File: src/rtl/if_id_queue.sv
// Decoupled IF->ID buffer: DEPTH-entry first-word-fall-through queue of {pc, instruction}.
// Presents a NOP bubble to ID when empty; clear flushes all entries, rdy_in low freezes state.
module if_id_queue #(
    parameter int          XLEN    = 32,
    parameter int          DEPTH   = 4,
    parameter logic [31:0] NOP_PC  = 32'h0,
    parameter logic [31:0] NOP_INS = 32'h00000013
) (
    input  logic                       clk_in,
    input  logic                       rst_in,
    input  logic                       rdy_in,
    input  logic                       clear,
    input  logic                       if_valid,
    input  logic [XLEN-1:0]            if_pc,
    input  logic [XLEN-1:0]            if_ins,
    output logic                       if_ready,
    output logic                       id_valid,
    input  logic                       id_ready,
    output logic [XLEN-1:0]            id_pc,
    output logic [XLEN-1:0]            id_ins,
    output logic [$clog2(DEPTH+1)-1:0] count
);

    localparam int AW = $clog2(DEPTH);
    localparam int CW = $clog2(DEPTH+1);

    logic [XLEN-1:0] pc_mem  [DEPTH];
    logic [XLEN-1:0] ins_mem [DEPTH];
    logic [AW-1:0]   rd_ptr;
    logic [AW-1:0]   wr_ptr;
    logic            full;
    logic            empty;
    logic            push;
    logic            pop;

    assign full     = (count == CW'(DEPTH));
    assign empty    = (count == '0);

    // if_ready depends only on registered occupancy, never on id_ready
    assign if_ready = rdy_in && !full && !clear;
    assign id_valid = !empty;
    assign id_pc    = empty ? NOP_PC[XLEN-1:0]  : pc_mem[rd_ptr];
    assign id_ins   = empty ? NOP_INS[XLEN-1:0] : ins_mem[rd_ptr];

    assign push = if_valid && if_ready;
    assign pop  = id_valid && id_ready && rdy_in && !clear;

    always_ff @(posedge clk_in or negedge rst_in) begin
        if (!rst_in) begin
            rd_ptr <= '0;
            wr_ptr <= '0;
            count  <= '0;
        end else if (clear) begin
            rd_ptr <= '0;
            wr_ptr <= '0;
            count  <= '0;
        end else begin
            if (push) wr_ptr <= wr_ptr + AW'(1);
            if (pop)  rd_ptr <= rd_ptr + AW'(1);
            if (push && !pop)
                count <= count + CW'(1);
            else if (pop && !push)
                count <= count - CW'(1);
        end
    end

    // Storage is not reset; stale entries are masked by the empty bubble
    always_ff @(posedge clk_in) begin
        if (push) begin
            pc_mem[wr_ptr]  <= if_pc;
            ins_mem[wr_ptr] <= if_ins;
        end
    end

endmodule

File: config.mk
export PLATFORM = sky130hd
export DESIGN_NAME = if_id_queue
export DESIGN_NICKNAME = d
export VERILOG_FILES = /design/src/rtl/if_id_queue.sv
export SDC_FILE = /design/constraint.sdc
export NUM_CORES = 1
export LEC_CHECK = 0
export ABC_CLOCK_PERIOD_IN_PS = 3900
export CAP_MARGIN = 25
export CORE_UTILIZATION = 40
export CTS_BUF_LIST = sky130_fd_sc_hd__clkbuf_2 sky130_fd_sc_hd__clkbuf_4 sky130_fd_sc_hd__clkbuf_8
export CTS_CLUSTER_SIZE = 12
export DETAILED_ROUTE_END_ITERATION = 8
export PLACE_DENSITY = 0.65
export SYNTH_ARGS = -nofsm -noshare
export SYNTH_HDL_FRONTEND = slang
export SYNTH_SLANG_ARGS = --single-unit
File: constraint.sdc
create_clock -name clk_in -period 3.9 [get_ports clk_in]
set_clock_uncertainty 0.15 [all_clocks]
set_input_delay 0.78 -clock clk_in [delete_from_list [all_inputs] [get_ports clk_in]]
set_output_delay 0.78 -clock clk_in [all_outputs]
set_load 0.03 [all_outputs]
==> out/qor.yml <==
outcome:
  run_status: "finished clean"
yosys:
  synth_warnings: 0
  ys_async_sr_fraction_pct: 2.662
  yosysSeqAreaShare_pct: 77.36
  syn-num-nets: 534
  synth_ff_type: "sky130_fd_sc_hd__edfxtp_1"
  cells_after_synth: 459
  synth_seq_cells: 263
  synthDistinctLibCells: 28
  mean_instance_size_in_the_synthesized_netlist_um2: 22.14
  mappedNetlistArea_um2: 10160
  synth_edf_count: 256
floorplan:
  die_x_um: 161.4
  num_rows: 57
  placeableCoreArea_um2: 24600
  pin_count: 139
  total_die_area_um2: 26050
  die_y_um: 161.4
  initial_core_util_pct: 41.31
cts:
  cts_resized: 0
  cts.sinks: 263
  clock_tree.htree_level_count: 2
  worstSkewPairLatency_ps: 530
  cts_setup_buffers: 0
  cts-hold-fix-buffers: 0
  clk_transition_reported_paths_ps: 60
  tritoncts.num_buffers: 44
  clk_path_buf_depth: 3
  tritoncts: "done"
  cts.root.buffer_cell: "sky130_fd_sc_hd__clkbuf_8"
place:
  detailed_place_hpwl_um: 12500
  port-buffer-count: 138
  finalWeightedCongestion: 0.7544
  pre_cts_slack_ps: 486.0
global_routing:
  antenna_found_initial: 3
  grtUsageTotal_pct: 16.08
  grt_start_max_net_pins: 39
  globalRoute.totalOverflow: 0
  grt_pass1_vias: 5682
  wire_length_of_the_first_global_routing_pass_um: 31630
power:
  power.density_cell_area_nw_per_um2: 586.3
  power.static_leakage_uw: 0.004153
  combinationalPowerShare_pct: 26.4
  vdd.ir_drop.worst_v: 0.0005529
  sw_frac_of_total_pct: 29.12
  clock_power_share_pct: 31.1
  seq_power_share_pct: 42.5
  power_switching_uw: 2212
  internal_power_uw: 5384
critical_path:
  crit_slowest_cell: "sky130_fd_sc_hd__dfrtp_4"
  arrival_time_worst_endpoint_ps: 2800
  cp.required_ps: 2970
  cpPeakStageDelay_ps: 700
  worstSetupPathType: "reg2out"
  timing.critical_path.cells: "buf_12 > mux4_2 > and2_1 > clkdlybuf4s50_1"
  capturing_element_type_of_the_critical_path: "output port"
  critical_path.max_fanout: 21
  critical_path_launch_point_type: "flop"
detailed_routing:
  detail_route.wl_per_cell_um: 20.10
  first_pass_iters: 4
  detail_route.drc_violations: 0
  drt-initial-drc-count: 307
  vias_per_cell: 5.083
  totalWireLength_um: 20100
  vias: 5083
  final_antenna_net_count: 0
timing:
  totalNegativeSetupSlack_ps: 0
  setup_violations: 0
  worst_pin_slew_ps: 733.1
  final.period_utilization_pct: 95.62
  finalCriticalPeriod_ps: 3729
  worst_slack_ps: 170.9
  maxSlewViolCount: 0
  achievable-frequency_mhz: 268.2
  hold_viol_final: 0
  grt_setup_unrepaired: "false"
  timing.max_slew.rel_slack_pct: 50.75
  finalHoldWorstSlack_ps: 362.2
cells_and_area:
  final_util_pct: 52.66
  nNetsFinal: 714
  drive_above_1_share_pct: 23.33
  syn_to_layout_area_delta_pct: 27.48
flow_run:
  maxCapViolCount: 0
min_path:
  worst_hold_path_type: "in2async"
[registers in the layout (all words and copies together), names as in the netlist]
name	cells
pc_mem	128
wr_ptr	2
rd_ptr	2
ins_mem	128
count	3
[through the flow]
stage	total power (µW)	area, µm²	std cells
6_report	7596	12960	1000
5_1_grt	7912	12950	997
4_1_cts	7703	12950	997
3_5_place_dp	5321	12080	917
3_3_place_gp	5274	12060	916
2_1_floorplan	4449	10160	459
[worst max-delay path: cells and delay by family (launching register included)]
family	cells	cell delay [ps]
muxes	1	530
DFF	1	700
buffers and inverters	2	850
and+or+nand+nor	1	170
[synth_stat cells, types with 3 or more instances]
| library cell | n | share of area (%) |
|---|---|---|
| sky130_fd_sc_hd__clkbuf_1 | 8 | 0.30 |
| sky130_fd_sc_hd__ha_1 | 4 | 0.49 |
| sky130_fd_sc_hd__nor3_1 | 3 | 0.15 |
| sky130_fd_sc_hd__inv_1 | 5 | 0.18 |
| sky130_fd_sc_hd__nand2_1 | 3 | 0.11 |
| sky130_fd_sc_hd__and2_1 | 65 | 4.0 |
| sky130_fd_sc_hd__buf_2 | 9 | 0.44 |
| sky130_fd_sc_hd__buf_6 | 5 | 0.55 |
| sky130_fd_sc_hd__nor2_1 | 9 | 0.33 |
| sky130_fd_sc_hd__edfxtp_1 | 256 | 76 |
| sky130_fd_sc_hd__mux4_2 | 64 | 14 |
| sky130_fd_sc_hd__dfrtp_1 | 7 | 1.7 |
| sky130_fd_sc_hd__xnor2_1 | 4 | 0.34 |
| sky130_fd_sc_hd__or2_1 | 3 | 0.18 |
[layout by cell type, fill, tap and decap left out, types with 2 or more instances in the layout]
cell	count
sky130_fd_sc_hd__nand2_1	3
sky130_fd_sc_hd__edfxtp_1	256
sky130_fd_sc_hd__bufinv_16	2
sky130_fd_sc_hd__or2_1	3
sky130_fd_sc_hd__inv_1	4
sky130_fd_sc_hd__diode_2	3
sky130_fd_sc_hd__nor3_1	3
sky130_fd_sc_hd__and2_4	4
sky130_fd_sc_hd__nor2_1	9
sky130_fd_sc_hd__ha_1	4
sky130_fd_sc_hd__clkinv_2	9
sky130_fd_sc_hd__buf_4	9
sky130_fd_sc_hd__dfrtp_4	2
sky130_fd_sc_hd__and2_1	61
sky130_fd_sc_hd__mux4_2	64
sky130_fd_sc_hd__clkbuf_8	47
sky130_fd_sc_hd__xnor2_1	4
sky130_fd_sc_hd__dfrtp_1	5
sky130_fd_sc_hd__clkdlybuf4s50_1	138
sky130_fd_sc_hd__clkbuf_4	7
sky130_fd_sc_hd__clkinv_1	14
sky130_fd_sc_hd__buf_12	9
[final timing paths]
check,start,to,slack (ps),cells after the start
worst max-delay path,rd_ptr[0],id_pc[25],170,4
worst min-delay path,rst_in,count[0],360,1
worst max register to register,count[2],ins_mem[2][15],1320,4
worst min register to register,wr_ptr[1],wr_ptr[1],450,2
max in group asynchronous,rst_in,rd_ptr[0],2960,1
min in group clk_in,wr_ptr[1],wr_ptr[1],450,2
[power by group through the flow]
stage               sequential, µW  combinational, µW  clock (µW)
finish                        3230               2000        2360
global route                  3240               2130        2550
CTS                           3230               2040        2430
detailed placement            3290               2030           0
global placement              3280               1990           0
floorplan                     3270               1180           0
[layer usage]
layer | up-vias | wire, µm | track usage (%)
met5 | - | 0 | 0
met4 | 0 | 380 | 4.974
met3 | 33 | 1253 | 4.520
met2 | 166 | 10010 | 26.82
met1 | 2660 | 8458 | 20.43
li1 | 2224 | - | -
[cells by family (layout without fill, tap and decap cells)]
kind of cell,after synthesis,in the layout,share of synthesized area [%]
AOI/OAI and AO/OA,4,4,0.3201
xor gates and xnor gates,6,6,0.5909
adders and majority gates,5,5,0.6894
buffers and inverters,27,241,1.477
DFF,263,263,77.36
muxes,66,66,14.39
other,0,3,0
and+or+nand+nor,88,88,5.171
[area by class of cell]
cell class | count | area (µm²)
clock inverters | 26 | 165.2
flip-flops and latches | 263 | 7870
well taps | 324 | 405.4
repair buffers | 156 | 1629
multi-input cells | 169 | 2161
inverters | 5 | 18.77
clock buffers | 54 | 699.4
fillers | 1974 | 11650
diodes | 3 | 7.507
(Power assumes the default switching activity.)
